==> config.mk <==
export PLATFORM = sky130hd
export DESIGN_NAME = ptp_sync_poller
export DESIGN_NICKNAME = d
export VERILOG_FILES = /design/src/rtl/ptp_sync_poller.sv
export SDC_FILE = /design/constraint.sdc
export NUM_CORES = 1
export LEC_CHECK = 0
export CORE_ASPECT_RATIO = 1.1
export CORE_MARGIN = 2
export CORE_UTILIZATION = 40
export CTS_CLUSTER_SIZE = 14
export DETAILED_ROUTE_END_ITERATION = 10
export HOLD_SLACK_MARGIN = 0.15
export REMOVE_ABC_BUFFERS = 1
export SETUP_SLACK_MARGIN = 0.02
export SYNTH_ARGS = -nofsm -noshare
export SYNTH_HDL_FRONTEND = slang
export SYNTH_SLANG_ARGS = --single-unit
export TNS_END_PERCENT = 20
==> constraint.sdc <==
create_clock -name clock -period 5.01 [get_ports clock]
set_input_delay 0.501 -clock clock [delete_from_list [all_inputs] [get_ports clock]]
set_output_delay 0.501 -clock clock [all_outputs]
set_load 0.005 [all_outputs]
==> src/rtl/ptp_sync_poller.sv <==
// ptp_sync_poller
//
// Configures a PTP sync target over an Avalon-MM master port, then polls
// its master/slave travel-time registers and streams every reading out
// through a small first-word-fall-through result FIFO.
//
// Session flow: module reset write -> role write -> sync enable write ->
// { wait POLL_PERIOD cycles -> read master count -> read slave count }*
// -> on stop, sync disable write -> idle.
//
// Ports
//   clock, reset          system clock, asynchronous active-high reset
//   start, stop           single-cycle session control pulses
//   role_master           1 = configure target as PTP master (sampled on start)
//   avm_*                 Avalon-MM master (address, read, write, writedata,
//                         readdata, waitrequest)
//   res_valid/res_ready   result stream handshake
//   res_data, res_src     travel-time count and its source (0 master, 1 slave)
//   busy                  session in progress (not IDLE, not ERR)
//   error                 sticky bus-timeout flag, cleared by the next start
//   overflow_cnt          results dropped on a full FIFO, saturating
module ptp_sync_poller #(
    parameter int POLL_PERIOD    = 1000,
    parameter int TIMEOUT_CYCLES = 64,
    parameter int FIFO_DEPTH     = 8
) (
    input  logic        clock,
    input  logic        reset,
    input  logic        start,
    input  logic        stop,
    input  logic        role_master,
    output logic [15:0] avm_address,
    output logic        avm_read,
    output logic        avm_write,
    output logic [31:0] avm_writedata,
    input  logic [31:0] avm_readdata,
    input  logic        avm_waitrequest,
    output logic        res_valid,
    input  logic        res_ready,
    output logic [31:0] res_data,
    output logic        res_src,
    output logic        busy,
    output logic        error,
    output logic [7:0]  overflow_cnt
);

    localparam int PW = $clog2(POLL_PERIOD + 1);
    localparam int TW = $clog2(TIMEOUT_CYCLES + 1);
    localparam int AW = $clog2(FIFO_DEPTH);

    localparam logic [15:0] REG_MASTER = 16'h0000;
    localparam logic [15:0] REG_SYNC   = 16'h0100;
    localparam logic [15:0] REG_RESET  = 16'h0200;

    typedef enum logic [3:0] {
        S_IDLE, S_CFG_RST, S_CFG_ROLE, S_CFG_EN, S_WAIT,
        S_RD_M, S_RD_S, S_DIS, S_ERR
    } state_t;

    state_t          state, state_nxt;
    logic            req_q, req_nxt;
    logic            role_q;
    logic            stop_pend;
    logic [PW-1:0]   poll_cnt;
    logic [TW-1:0]   wait_cnt;
    logic            error_q;
    logic [7:0]      ovf_q;

    logic            xfer_done, xfer_tmo, stop_any;

    // States that own a bus transfer.
    function automatic logic is_xfer(input state_t s);
        return !(s == S_IDLE || s == S_WAIT || s == S_ERR);
    endfunction

    assign xfer_done = req_q && !avm_waitrequest;
    assign xfer_tmo  = req_q && avm_waitrequest &&
                       (wait_cnt == TW'(TIMEOUT_CYCLES - 1));
    // A stop seen during a transfer is remembered until it completes.
    assign stop_any  = stop || stop_pend;

    // ------------------------------------------------------------------
    // FSM: state register
    // ------------------------------------------------------------------
    always_ff @(posedge clock or posedge reset) begin
        if (reset) begin
            state <= S_IDLE;
            req_q <= 1'b0;
        end else begin
            state <= state_nxt;
            req_q <= req_nxt;
        end
    end

    // ------------------------------------------------------------------
    // FSM: next state
    // ------------------------------------------------------------------
    always_comb begin
        state_nxt = state;
        case (state)
            S_IDLE, S_ERR: if (start) state_nxt = S_CFG_RST;
            S_CFG_RST:     if (xfer_done) state_nxt = stop_any ? S_DIS : S_CFG_ROLE;
            S_CFG_ROLE:    if (xfer_done) state_nxt = stop_any ? S_DIS : S_CFG_EN;
            S_CFG_EN:      if (xfer_done) state_nxt = stop_any ? S_DIS : S_WAIT;
            S_WAIT: begin
                if (stop)                 state_nxt = S_DIS;
                else if (poll_cnt == '0)  state_nxt = S_RD_M;
            end
            S_RD_M:        if (xfer_done) state_nxt = stop_any ? S_DIS : S_RD_S;
            S_RD_S:        if (xfer_done) state_nxt = stop_any ? S_DIS : S_WAIT;
            S_DIS:         if (xfer_done) state_nxt = S_IDLE;
            default:       state_nxt = S_IDLE;
        endcase
        if (is_xfer(state) && xfer_tmo)
            state_nxt = S_ERR;

        // Moving between two transfer states inserts one request-free cycle;
        // entering a transfer from a non-bus state requests straight away
        // since the bus was already idle.
        if (state_nxt != state)
            req_nxt = is_xfer(state_nxt) && !is_xfer(state);
        else
            req_nxt = is_xfer(state);
    end

    // ------------------------------------------------------------------
    // FSM: outputs
    // ------------------------------------------------------------------
    always_comb begin
        avm_address   = 16'h0000;
        avm_writedata = 32'h0;
        avm_read      = 1'b0;
        avm_write     = 1'b0;
        case (state)
            S_CFG_RST: begin
                avm_address   = REG_RESET;
                avm_writedata = 32'h1;
                avm_write     = req_q;
            end
            S_CFG_ROLE: begin
                avm_address   = REG_MASTER;
                avm_writedata = {31'b0, role_q};
                avm_write     = req_q;
            end
            S_CFG_EN: begin
                avm_address   = REG_SYNC;
                avm_writedata = 32'h1;
                avm_write     = req_q;
            end
            S_DIS: begin
                avm_address   = REG_SYNC;
                avm_write     = req_q;
            end
            S_RD_M: begin
                avm_address   = REG_MASTER;
                avm_read      = req_q;
            end
            S_RD_S: begin
                avm_address   = REG_SYNC;
                avm_read      = req_q;
            end
            default: ;
        endcase
        busy = (state != S_IDLE) && (state != S_ERR);
    end

    assign error        = error_q;
    assign overflow_cnt = ovf_q;

    // ------------------------------------------------------------------
    // Session control, poll timer, transfer timeout
    // ------------------------------------------------------------------
    always_ff @(posedge clock or posedge reset) begin
        if (reset) begin
            role_q    <= 1'b0;
            stop_pend <= 1'b0;
            poll_cnt  <= '0;
            wait_cnt  <= '0;
            error_q   <= 1'b0;
        end else begin
            if (start && (state == S_IDLE || state == S_ERR))
                role_q <= role_master;

            if (state_nxt != state)
                stop_pend <= 1'b0;
            else if (stop && is_xfer(state) && state != S_DIS)
                stop_pend <= 1'b1;

            if (state_nxt == S_WAIT && state != S_WAIT)
                poll_cnt <= PW'(POLL_PERIOD - 1);
            else if (state == S_WAIT && poll_cnt != '0)
                poll_cnt <= poll_cnt - PW'(1);

            if (req_q && avm_waitrequest)
                wait_cnt <= wait_cnt + TW'(1);
            else
                wait_cnt <= '0;

            if (xfer_tmo)
                error_q <= 1'b1;
            else if (state == S_ERR && start)
                error_q <= 1'b0;
        end
    end

    // ------------------------------------------------------------------
    // Result FIFO (first-word fall-through, no empty bypass)
    // ------------------------------------------------------------------
    logic [32:0]   mem [FIFO_DEPTH];
    logic [AW-1:0] wr_ptr, rd_ptr;
    logic [AW:0]   count;
    logic          push, pop, full, wr_en, drop;

    assign push  = xfer_done && (state == S_RD_M || state == S_RD_S);
    assign full  = (count == (AW+1)'(FIFO_DEPTH));
    assign pop   = res_valid && res_ready;
    // A pop frees the slot in the same cycle, so a full FIFO still accepts.
    assign wr_en = push && (!full || pop);
    assign drop  = push && full && !pop;

    assign res_valid = (count != '0);
    assign res_data  = mem[rd_ptr][31:0];
    assign res_src   = mem[rd_ptr][32];

    always_ff @(posedge clock) begin
        if (wr_en)
            mem[wr_ptr] <= {state == S_RD_S, avm_readdata};
    end

    always_ff @(posedge clock or posedge reset) begin
        if (reset) begin
            wr_ptr <= '0;
            rd_ptr <= '0;
            count  <= '0;
            ovf_q  <= 8'd0;
        end else begin
            if (wr_en) wr_ptr <= wr_ptr + AW'(1);
            if (pop)   rd_ptr <= rd_ptr + AW'(1);
            case ({wr_en, pop})
                2'b10:   count <= count + (AW+1)'(1);
                2'b01:   count <= count - (AW+1)'(1);
                default: ;
            endcase
            if (drop && ovf_q != 8'hFF)
                ovf_q <= ovf_q + 8'd1;
        end
    end

endmodule

; Word level (Yosys, flattened, before mapping)
; Memory sizes are Yosys's and may differ from the RTL's.
; Index checks and enable logic that the tools add are counted.
[word_totals]
reg_bits = 43
ramBits = 264
out_inout_bits = 94
in_bits = 39
mem_count = 1
wordCells = 114
[mem_list]
columns = memory, words, width, read_ports, rd_clocked_by_memory_dff, write_ports, line
row1 = mem, 8, 33, 1, 0, 1, 209  ; logic [32:0] mem [FIFO_DEPTH];
[op_classes]
mux = 29
eq_ne = 19
n_reduce_logical = 47
addsub = 7
[op_table]
columns = operator, count
row1 = $mux W4, 9
row2 = $pmux W4 S7, 1
row3 = $eq A4 B3 Y1 const B, 5
row4 = $mux W10, 2
row5 = $pmux W10 S2, 1
row6 = $logic_and A1 B1 Y1, 18
row7 = $eq A4 B4 Y1 const B, 3
row8 = $logic_not A10 Y1, 1
row9 = $mux W1, 10
row10 = $reduce_bool A10 Y1, 1
row11 = $sub A10 B1 Y10 const B, 1
row12 = $add A8 B1 Y8 const B, 1
row13 = $eq A4 B2 Y1 const B, 2
row14 = $logic_not A4 Y1, 2
row15 = $logic_or A1 B1 Y1, 8
row16 = $ne A4 B3 Y1 const B, 2
row17 = $ne A8 B8 Y1 const B, 1
row18 = $pmux W4 S2, 1
row19 = $reduce_bool A2 Y1, 4
row20 = $reduce_bool A4 Y1, 2
row21 = $reduce_or A2 Y1, 4
row22 = $add A7 B1 Y7 const B, 1
row23 = $eq A7 B6 Y1 const B, 1
row24 = $mux W7, 1
row25 = 14 further kinds, 20

; Longest topological paths before layout
; Gate-level depths: netlist of run 1.
[logic_depth]
ltp_word = 12
ltp_mapped = 9
depth_no_buf = 9

; Least setup slack after synthesis of run 1
; No wires, ideal clock.
[synth_path]
kind = input-to-reg
startpoint = input avm_waitrequest
endpoint = memory mem[0][0], enable pin
setup_time_ps = 464
path_slack_ps = 955
arrival_time_ps = 3591
t_required_ps = 4546
cell_stages = 6
cell_sequence = nor2b_1 -> buf_2 -> and4_1 -> and2_1 -> nand2b_1 -> nor3_1
[synth_between]
elab_chain_cells = 6
[synth_rtl]
columns = element, line
row1 = from (decl), 37  ; input logic avm_waitrequest,
row2 = $logic_not A1 Y1, 76  ; assign xfer_done = req_q && !avm_waitrequest;
row3 = $logic_and A1 B1 Y1, 76
row4 = $logic_and A1 B1 Y1, 214  ; assign push = xfer_done && (state == S_RD_M || state == S_RD_S);
row5 = $logic_and A1 B1 Y1, 218  ; assign wr_en = push && (!full || pop);
row6 = $mux W1, 226  ; if (wr_en)
row7 = $mux W1 (not written as such), 227  ; mem[wr_ptr] <= {state == S_RD_S, avm_readdata};
row8 = to (decl), 209
; Every way passes these cells.

; Worst setup path in the final report of run 1
[layout_path]
startpoint = register rd_ptr[0]
endpoint = output res_data[10]
[layout_between]
elab_chain_cells = 1
[layout_rtl]
columns = element, line
row1 = from (decl), 210  ; logic [AW-1:0] wr_ptr, rd_ptr;
row2 = from (signal assigned), 238  ; if (pop) rd_ptr <= rd_ptr + AW'(1);
row3 = $mem_v2 Z8 W33, n/a
row4 = to (decl), 40  ; output logic [31:0] res_data,
; Every way passes these cells.

==> results of run 1 <==
-- cell type report --
type / instances / area share [%]
inverters: 11 / 0.277
clock inverters: 19 / 0.638
clock buffers: 36 / 5.33
well taps: 420 / 3.52
repair buffers: 96 / 6.38
multi-input cells: 348 / 23.4
flip-flops and latches: 307 / 60.5
-- stage by stage --
step	power, mW	util (%)
floorplan	4.67	-
global placement	5.54	44.7
detailed placement	5.59	44.7
CTS	7.65	47.5
global route	7.94	47.5
finish	7.54	47.5
-- worst paths after layout --
kind | startpoint | to | slack (ns) | cells past startpoint
min | reset | poll_cnt[7]$_DFFE_PP0P_ | 0.26 | 2
min in group clock | wait_cnt[0]$_DFF_PP0_ | wait_cnt[0]$_DFF_PP0_ | 0.47 | 1
max in group asynchronous | reset | rd_ptr[1]$_DFFE_PP0P_ | 3.91 | 3
max reg2reg | state[1]$_DFF_PP0_ | mem[4][3]$_DFFE_PP_ | 1.86 | 5
max | rd_ptr[0]$_DFFE_PP0P_ | res_data[10] | 1.31 | 4
min reg2reg | wait_cnt[0]$_DFF_PP0_ | wait_cnt[0]$_DFF_PP0_ | 0.47 | 1
-- flip-flops by register name (all words and copies together), names as in the netlist, 3 cells and up --
register / cells
overflow_cnt: 8
state: 4
mem: 264
count: 4
wait_cnt: 7
rd_ptr: 3
poll_cnt: 10
wr_ptr: 3
-- metal layers --
| metal | track usage (%) | share of wire, % |
|---|---|---|
| met1 | 18.1 | 41 |
| met3 | 2.84 | 4.5 |
| met4 | 3.62 | 1.8 |
| met2 | 27.3 | 53 |
| met5 | 0 | 0 |
-- where the power goes --
part           switching [mW]  leakage [nW]  internal (mW)
combinational           0.785          1.64           1.34
sequential              0.434          2.91           2.94
clock                   0.915         0.441           1.13
total                    2.13          4.98           5.41
-- placed cells by master (no fill, tap or decap), types with 8 or more instances in the layout --
cell type | synthesis | routed
mux2_2 | 37 | 37
clkdlybuf4s50_1 | 0 | 87
nand3_1 | 8 | 8
clkinv_2 | 0 | 8
clkinv_1 | 0 | 8
conb_1 | 1 | 45
nor2_1 | 25 | 19
xnor2_1 | 20 | 20
edfxtp_1 | 264 | 264
mux4_2 | 66 | 66
a21oi_1 | 9 | 9
dfrtp_1 | 43 | 40
clkbuf_16 | 0 | 31
buf_4 | 46 | 8
inv_1 | 11 | 11
nand2_1 | 35 | 35
-- cells by family (layout without fill, tap and decap cells) --
group	Yosys count	count (layout)	share of synthesized area, %
AOI/OAI and AO/OA	40	40	2.50
xor gates and xnor gates	25	25	1.71
adders and majority gates	8	8	0.842
buffers and inverters	83	162	3.92
DFF	307	307	70.5
muxes	108	108	15.3
other	1	45	0.0294
and+or+nand+nor	122	122	5.20
==> summary.txt, run 1 <==
Layout
  • Ant diodes: 0
  • Nets: between 800 and 900
  • Layout cells sized above 1: 21.9%
  • Finished Layout Cells: between 1000 and 1500
  • Area Growth Syn to Fin: 16.7%
  • Reg area: about 9000 sq um
  • Number of fill cells in the layout: between 2000 and 3000
  • Design Area, Final: 14900 sq um
  • Area taken by multi-input logic gates: 3490 sq um

Route
  • DR WL/cell: 20.0 um
  • DRT iter0 DRCs: between 400 and 500
  • Vias after detailed routing: ~6300
  • DRT Wirelength: ~25 mm
  • Vias/cell: 5.11
  • Residual DRC count: 0
  • DR pass1 iterations: 5
  • Final ANT Viol Nets: 0

Synth
  • Post-synth top area share: ~62%
  • Cell variety after synth: 59
  • Share of flip-flops with an asynchronous set or reset: between 10% and 20%
  • Top cells by count, synth: edfxtp_1 (264), mux4_2 (66), buf_4 (46)
  • Post-synthesis sequential area ratio: between 70 and 80%
  • Yosys warns: 0
  • Post-synth EDFFs: approximately 260
  • Area leader, netlist: edfxtp_1
  • Dominant synthesized flop cell: edfxtp_1
  • Mapped Area: around 13000 sq um
  • Post-synthesis cell count: between 600 and 700
  • Synth Register Bits: approximately 310
  • Synth top area cells: edfxtp_1 (62%), mux4_2 (12%), dfrtp_1 (8.4%)
  • Most common cell in the netlist: edfxtp_1
  • Syn Area/Cell: around 18 sq um

Setup path
  • Slowest CP cell: dfrtp_4
  • Crit path cell chain: buf_12 > mux4_2 > mux2_2 > clkdlybuf4s50_1
  • WS Path Type: flop to output pin
  • Crit path buf inv count: 2
  • Crit path DAT: 3.20 ns
  • Largest delay share family, worst path: flip-flops
  • Setup crit start kind: flop
  • Maximum fanout along the worst path: 41
  • Crit-path max cell delay: between 0.9 and 1 ns
  • Crit end category: output pin
  • CP required: about 4.5 ns

Floorplanning
  • Initial Util: just over 40%
  • Die H: 191 um
  • Die Span X: around 170 um
  • Die Area: between 30000 and 40000 sq um
  • Total core area: around 31000 sq um
  • Row count: between 60 and 70
  • # IOs: around 130

CTS
  • # hold bufs at CTS: 0
  • CTS resizes: 0
  • Total CTS buffers: 31
  • Clock sinks: a little over 300
  • Clk_lat worst skew: around 0.55 ns
  • Clock root buffer: clkbuf_16
  • Postcts setup bufs: 0
  • TritonCTS clock tree: done
  • Clk slew on worst S/H paths: about 0.06 ns
  • H-tree depth: 1
  • CTS Buffer Depth: 3

STA
  • RSZ-0062 raised after global routing: false
  • Relative slew slack: 21.5%
  • Setup violations, final: 0
  • Worst Max-Slew Pin Slew: about 1.2 ns
  • Hold Violations, Final: 0
  • Worst Skew: roughly 0.013 ns
  • Setup TNS: 0 ns
  • Final setup margin: 1.31 ns
  • Ratio of final minimum period to clock period: about three quarters
  • Worst hold margin: between 0.2 and 0.3 ns
  • Fmax: 271 MHz
  • Tmin final: between 3 and 4 ns
  • Fin. max-slew vios: 0

Global route
  • All-Layer GR Usage: between 10% and 20%
  • Global-route wire length before repair: approximately 39 mm
  • Largest net degree at the start of global routing: 69
  • Global route overflow: 0
  • Vias in the first global route: between 6000 and 7000
  • Initial antenna violation count: 0

Placed design
  • Pre-CTS setup slack: around 1.5 ns
  • DP Wirelength: 15.1 mm
  • Input/output buffers: 87
  • Cell Count Post-Placement: approximately 1200
  • GPL Wtd Cong: a little under 0.8
  • Placed Area: approximately 14000 sq um

Power
  • Pleak: around 5 nW
  • Peak VDD IR: approximately 0.35 mV
  • PwrDens: roughly 500 nW/um^2

Min path
  • Hold WC Path Type: input port to async pin

Outcome
  • Outcome: finished, final reports clean

Flow run
  • Max-Cap Viols: 0
Note: power is estimated with default switching activity, not from simulation.
==> run 2: changes to the inputs <==
==> constraint.sdc (replaced) <==
create_clock -name clock -period 3.6 [get_ports clock]
set_input_delay 0.36 -clock clock [delete_from_list [all_inputs] [get_ports clock]]
set_output_delay 0.36 -clock clock [all_outputs]
set_load 0.005 [all_outputs]
==> summary.txt, run 2 (synthesis results as in run 1) <==
CTS
  • H-tree depth: 2 (+1)
  • Postcts setup bufs: 0 (unchanged)
  • Clock sinks: 307 (unchanged)
  • Clock root buffer: clkbuf_16
  • # hold bufs at CTS: 0 (unchanged)
  • TritonCTS clock tree: done
  • Clk slew on worst S/H paths: 0.06 ns (about the same)
  • CTS resizes: 0 (unchanged)
  • CTS Buffer Depth: 3 (unchanged)
  • Clk_lat worst skew: 0.50 ns (-0.05 ns)
  • Total CTS buffers: 34 (+9.7%)

Power
  • PwrDens: 726 nW/um^2 (+43%)
  • Pleak: 5.18 nW (+4.1%)
  • Peak VDD IR: 0.324 mV (-8.5%)

Setup path
  • WS Path Type: flop to output pin
  • Worst reg2reg path startpoint: state[3]$_DFF_PP0_
  • Crit path buf inv count: 2 (unchanged)
  • Maximum fanout along the worst path: 29 (-29%)
  • FF-to-FF setup slack: 0.92 ns (-0.94 ns)
  • CP startpoint: rd_ptr[0]$_DFFE_PP0P_
  • Crit end category: output pin
  • CP required: 3.24 ns (-1.27 ns)
  • Slowest CP cell: dfrtp_4
  • Register-to-Register Path Depth: 6 (+1)
  • Crit path DAT: 2.98 ns (-0.22 ns)
  • Reg2reg end: mem[0][3]$_DFFE_PP_
  • Setup crit start kind: flop
  • Crit-path max cell delay: 0.83 ns (-0.15 ns)
  • Largest delay share family, worst path: buffers and inverters
  • Crit path cell chain: buf_4 > mux4_2 > mux2_2 > clkdlybuf4s50_1

Route
  • DR pass1 iterations: 4 (-1)
  • Vias/cell: 5.09 (-0.40%)
  • Met1 WL: 10.4 mm (+3.5%)
  • DR WL/cell: 20.1 um (+0.84%)
  • Uppermost layer routed: met4
  • Vias after detailed routing: 6378 (+0.97%)
  • DRT Wirelength: 25.3 mm (+2.2%)
  • Residual DRC count: 0 (unchanged)
  • WL met2: 13.2 mm (+0.58%)
  • DRT iter0 DRCs: 344 (-25%)
  • Met3 WL: 1.20 mm (+6.7%)
  • Final ANT Viol Nets: 0 (unchanged)

STA
  • Setup violations, final: 0 (unchanged)
  • Tmin final: around 3.3 ns
  • Fin. max-slew vios: 0 (unchanged)
  • RSZ-0062 raised after global routing: false
  • Hold Violations, Final: 0 (unchanged)
  • Relative slew slack: 31.4% (+9.9 points)
  • Worst Max-Slew Pin Slew: 1.03 ns (-0.146 ns)
  • Ratio of final minimum period to clock period: approximately 90%
  • Worst Skew: 0.0160 ns (+0.00317 ns)
  • Fmax: roughly 300 MHz
  • Setup TNS: 0 ns (unchanged)

Outcome
  • Outcome: finished, final reports clean

Floorplanning
  • Row count: 68 (unchanged)
  • # IOs: 133 (unchanged)
  • Total core area: 31400 sq um (unchanged)
  • Die Area: 33400 sq um (unchanged)
  • Initial Util: 40.7% (unchanged)
  • Die H: 191 um (unchanged)
  • Die Span X: 174 um (unchanged)

Placed design
  • Input/output buffers: 87 (unchanged)
  • GPL Wtd Cong: 0.821 (+3.3%)
  • Cell Count Post-Placement: 1196 (+1.2%)
  • DP Wirelength: 15.7 mm (+3.8%)

Global route
  • All-Layer GR Usage: 15.4% (+0.53 points)
  • Global-route wire length before repair: 39.7 mm (+2.2%)
  • Global route overflow: 0 (unchanged)
  • Largest net degree at the start of global routing: 69 (unchanged)
  • Vias in the first global route: 6968 (+1.2%)
  • Initial antenna violation count: 0 (unchanged)

Layout
  • Commonest non-fill, non-tap cells in the layout: edfxtp_1 (264), clkdlybuf4s50_1 (87), mux4_2 (66), conb_1 (45), dfrtp_1 (40)
  • Finished Layout Cells: 1254 (+1.4%)
  • Ant diodes: 0 (unchanged)
  • Area Growth Syn to Fin: 20.1%
  • Utilization after layout: 48.9% (+1.4 points)
  • Commonest non-fill, non-tap cell in the layout: edfxtp_1
  • Nets: 859 (+2.0%)
  • Layout cells sized above 1: 24.2% (+2.3 points)
  • Most flops, register: mem
  • Number of flip-flops in the largest register: 264 (unchanged)

Min path
  • Hold WC Path Type: input port to async pin

Flow run
  • Max-Cap Viols: 0 (unchanged)
## run 2: cell types whose count changed in the layout (fill, tap and decap cells not counted), sizes merged
| cell | delta |
|---|---|
| clkbuf | +6 |
| clkinv | -5 |
| buf | +14 |
| inv | -1 |
| bufinv | +3 |
## run 2: worst max-delay path by stage
stage / to / slack, ns / depth (start not counted)
final: res_src / 0.26 / 4
after global routing: res_src / 0.09 / 4
after CTS: res_src / 0.18 / 4
after detailed placement: res_data[5] / 0.72 / 4
after global placement: res_src / 0.74 / 4
after floorplan: mem[0][0]$_DFFE_PP_ / -0.62 / 5
## run 2: through the flow
stage	setup WS (ns)	hold slack, ns	area (sq um)	power (mW)
6_report	0.262	0.386	15300	11.1
5_1_grt	0.0853	0.473	15300	11.7
4_1_cts	0.182	0.411	15300	11.3
3_5_place_dp	0.719	0.458	14200	7.86
3_3_place_gp	0.741	0.449	14200	7.79
2_1_floorplan	-0.624	0.433	12500	6.51
## run 2: worst reg2reg max path: cells and delay by family (launching register included)
| kind | cells | cell delay (ns) |
|---|---|---|
| buffers and inverters | 2 | 0.80 |
| AND/OR/NAND/NOR | 4 | 0.93 |
| flip-flops | 1 | 0.57 |
## run 2: final cells by class
cell class	instances	area, sq um
Timing Repair Buffer	110	1160
Clock inverter	16	161
Fill cell	2586	16100
Multi-Input combinational cell	348	3490
Inverter	11	41.3
Tap cell	420	526
Clock buffer	42	955
Sequential cell	307	9010
## run 2: power breakdown
group / internal [mW] / total, mW / switching [mW] / leakage [nW]
logic: 1.92 / 3.20 / 1.28 / 1.73
registers: 4.10 / 4.53 / 0.436 / 2.91
clock network: 2.10 / 3.40 / 1.31 / 0.551
total: 8.11 / 11.1 / 3.03 / 5.18
## run 2: layer usage
| layer | up-vias | GRT usage, % |
|---|---|---|
| met5 | - | 0 |
| met4 | 0 | 4.33 |
| met3 | 43 | 3.12 |
| met2 | 139 | 27.6 |
| met1 | 3323 | 19.0 |
| li1 | 2873 | - |
==> run 3: changes to the inputs <==
--- a/config.mk
+++ b/config.mk
@@ -13,6 +13,7 @@
 export HOLD_SLACK_MARGIN = 0.15
 export REMOVE_ABC_BUFFERS = 1
 export SETUP_SLACK_MARGIN = 0.02
+export SKIP_CTS_REPAIR_TIMING = 1
 export SYNTH_ARGS = -nofsm -noshare
 export SYNTH_HDL_FRONTEND = slang
 export SYNTH_SLANG_ARGS = --single-unit
==> constraint.sdc (replaced) <==
create_clock -name clock -period 3.39 [get_ports clock]
set_input_delay 0.339 -clock clock [delete_from_list [all_inputs] [get_ports clock]]
set_output_delay 0.339 -clock clock [all_outputs]
set_load 0.005 [all_outputs]
==> summary.txt, run 3 (synthesis results as in run 1) <==
Outcome
  • Outcome: finished, final reports clean

Route
  • DRT Wirelength: 24.9 mm (-1.6%)
  • Vias after detailed routing: 6389 (+0.17%)
  • DRT iter0 DRCs: 520 (+51%)
  • Residual DRC count: 0 (unchanged)
  • DR pass1 iterations: 4 (unchanged)
  • Vias/cell: 5.09 (about the same)
  • DR WL/cell: 19.8 um (-1.7%)
  • Final ANT Viol Nets: 0 (unchanged)

Floorplanning
  • Row count: 68 (unchanged)
  • # IOs: 133 (unchanged)
  • Die Area: 33400 sq um (unchanged)
  • Total core area: 31400 sq um (unchanged)
  • Die Span X: 174 um (unchanged)
  • Initial Util: 40.7% (unchanged)
  • Die H: 191 um (unchanged)

Power
  • Switching Share: 27.9% (+0.70 points)
  • PwrDens: 747 nW/um^2 (+2.8%)
  • Internal power: 8.15 mW (+0.43%)
  • Clock Power Share: 27.1% (-3.5 points)
  • Combinational power share: 31.3% (+2.6 points)
  • Peak VDD IR: 0.415 mV (+28%)
  • Tot Pwr: 11.3 mW (+1.4%)
  • Sw Pwr: 3.15 mW (+4.0%)
  • Register share of total power: 41.5% (+0.8 points)
  • Pleak: 5.09 nW (-1.8%)

CTS
  • TritonCTS clock tree: done
  • H-tree depth: 1 (-1)
  • Clock sinks: 307 (unchanged)
  • Clk_lat worst skew: 0.55 ns (+0.05 ns)
  • Clk slew on worst S/H paths: 0.06 ns (about the same)
  • CTS Buffer Depth: 3 (unchanged)
  • Clock root buffer: clkbuf_16
  • Total CTS buffers: 31 (-8.8%)

Setup path
  • Crit path DAT: 2.84 ns (-0.14 ns)
  • Crit path buf inv count: 2 (unchanged)
  • Maximum fanout along the worst path: 22 (-24%)
  • Crit-path max cell delay: 0.71 ns (-0.12 ns)
  • WS Path Type: flop to output pin
  • Setup crit start kind: flop
  • Largest delay share family, worst path: multiplexers
  • Slowest CP cell: dfrtp_4
  • Crit path cell chain: buf_12 > mux4_2 > mux2_2 > clkdlybuf4s50_1
  • CP required: 3.05 ns (-0.19 ns)
  • Crit end category: output pin

Placed design
  • DP Wirelength: 15.7 mm (+0.25%)
  • GPL Wtd Cong: 0.845 (+3.0%)
  • Cell Count Post-Placement: 1198 (+0.17%)
  • Input/output buffers: 87 (unchanged)
  • Pre-CTS setup slack: 0.665 ns (-0.0538 ns)

Layout
  • Layout cells sized above 1: 23.0% (-1.3 points)
  • Reg area: 9010 sq um (unchanged)
  • Most flops, register: mem
  • Nets: 859 (unchanged)
  • Area taken by multi-input logic gates: 3490 sq um (unchanged)
  • Area Growth Syn to Fin: 18.4%
  • Number of flip-flops in the largest register: 264 (unchanged)
  • Number of fill cells in the layout: 2572 (-0.54%)
  • Commonest non-fill, non-tap cells in the layout: edfxtp_1 (264), clkdlybuf4s50_1 (87), mux4_2 (66), conb_1 (45), dfrtp_1 (40)
  • Finished Layout Cells: 1256 (+0.16%)
  • Utilization after layout: 48.2% (-0.68 points)
  • Ant diodes: 0 (unchanged)
  • Commonest non-fill, non-tap cell in the layout: edfxtp_1

Flow run
  • Max-Cap Viols: 0 (unchanged)

STA
  • Setup violations, final: 0 (unchanged)
  • Relative slew slack: 43.7% (+12 points)
  • RSZ-0062 raised after global routing: false
  • Worst Max-Slew Pin Slew: 0.843 ns (-0.186 ns)
  • Ratio of final minimum period to clock period: between 90% and 100%
  • Fmax: 314 MHz
  • Hold Violations, Final: 0 (unchanged)
  • Final setup margin: 0.208 ns (-0.0544 ns)
  • Worst Skew: 0.0170 ns (+0.000978 ns)
  • Fin. max-slew vios: 0 (unchanged)
  • Tmin final: 3.18 ns

Global route
  • Global-route wire length before repair: 38.5 mm (-2.9%)
  • Largest net degree at the start of global routing: 41 (-41%)
  • Global route overflow: 0 (unchanged)
  • Initial antenna violation count: 0 (unchanged)
  • Vias in the first global route: 6881 (-1.2%)
  • All-Layer GR Usage: 14.9% (-0.51 points)

Min path
  • Hold WC Path Type: input port to flop
-- run 3: changes by cell type in the layout (fill, tap and decap cells not counted), moves of 2 or more --
cell and delta:
buf_4 +5, clkinv_2 -2, bufinv_16 -2, clkinv_1 +10
buf_12 -3, clkbuf_16 -6
-- run 3: worst register-to-register path: cells and delay by family (launching register included) --
| family | cells | cell delay, ns |
|---|---|---|
| and+or+nand+nor | 2 | 0.55 |
| xor gates and xnor gates | 1 | 0.14 |
| AOI/OAI and AO/OA | 2 | 0.36 |
| adders and majority gates | 1 | 0.30 |
| DFF | 1 | 0.68 |
| muxes | 1 | 0.23 |
| buffers and inverters | 1 | 0.31 |
-- run 3: power groups by stage --
stage	Combinational, mW	Sequential, mW	Clock, mW
2_1_floorplan	2.00	4.91	0
3_3_place_gp	3.51	4.76	0
3_5_place_dp	3.58	4.78	0
4_1_cts	3.60	4.70	3.13
5_1_grt	3.84	4.74	3.28
6_report	3.54	4.69	3.06
-- run 3: per-stage QoR --
step | TNS [ns] | area, sq um | hold slack (ns)
after detailed placement | 0 | 14200 | 0.469
after global placement | 0 | 14200 | 0.450
after CTS | 0 | 15100 | 0.0735
after global routing | 0 | 15100 | 0.443
final | 0 | 15100 | 0.432
after floorplan | -72.67 | 12500 | 0.433
-- run 3: per-layer routing --
metal  global-route usage, %  part of all wire [%]  routed length, um
met4                    3.26                   1.5                372
met3                    2.57                   4.8               1200
met5                       0                     0                  0
met1                    19.0                    42              10300
met2                    26.7                    52              13000
-- run 3: path summary, 6_finish.rpt --
check                                      start  slack (ns)                       to  cells after the start
setup / recovery           rd_ptr[0]$_DFFE_PP0P_        0.21              res_data[0]                      4
min in group asynchronous                  reset        0.63  poll_cnt[5]$_DFFE_PP0P_                      3
hold reg to reg            wait_cnt[0]$_DFF_PP0_        0.48    wait_cnt[0]$_DFF_PP0_                      1
max in group asynchronous                  reset        1.95    rd_ptr[0]$_DFFE_PP0P_                      4
hold / removal                       role_master        0.43       role_q$_DFFE_PP0P_                      2
setup reg to reg              state[3]$_DFF_PP0_        0.75     count[3]$_DFFE_PP0P_                      8
-- run 3: cell type report --
type | count | share of cell area, %
clock buffers | 36 | 5.25
clock inverters | 21 | 0.802
inverters | 11 | 0.273
repair buffers | 113 | 7.56
flip-flops and latches | 307 | 59.6
multi-input cells | 348 | 23.1
well taps | 420 | 3.47
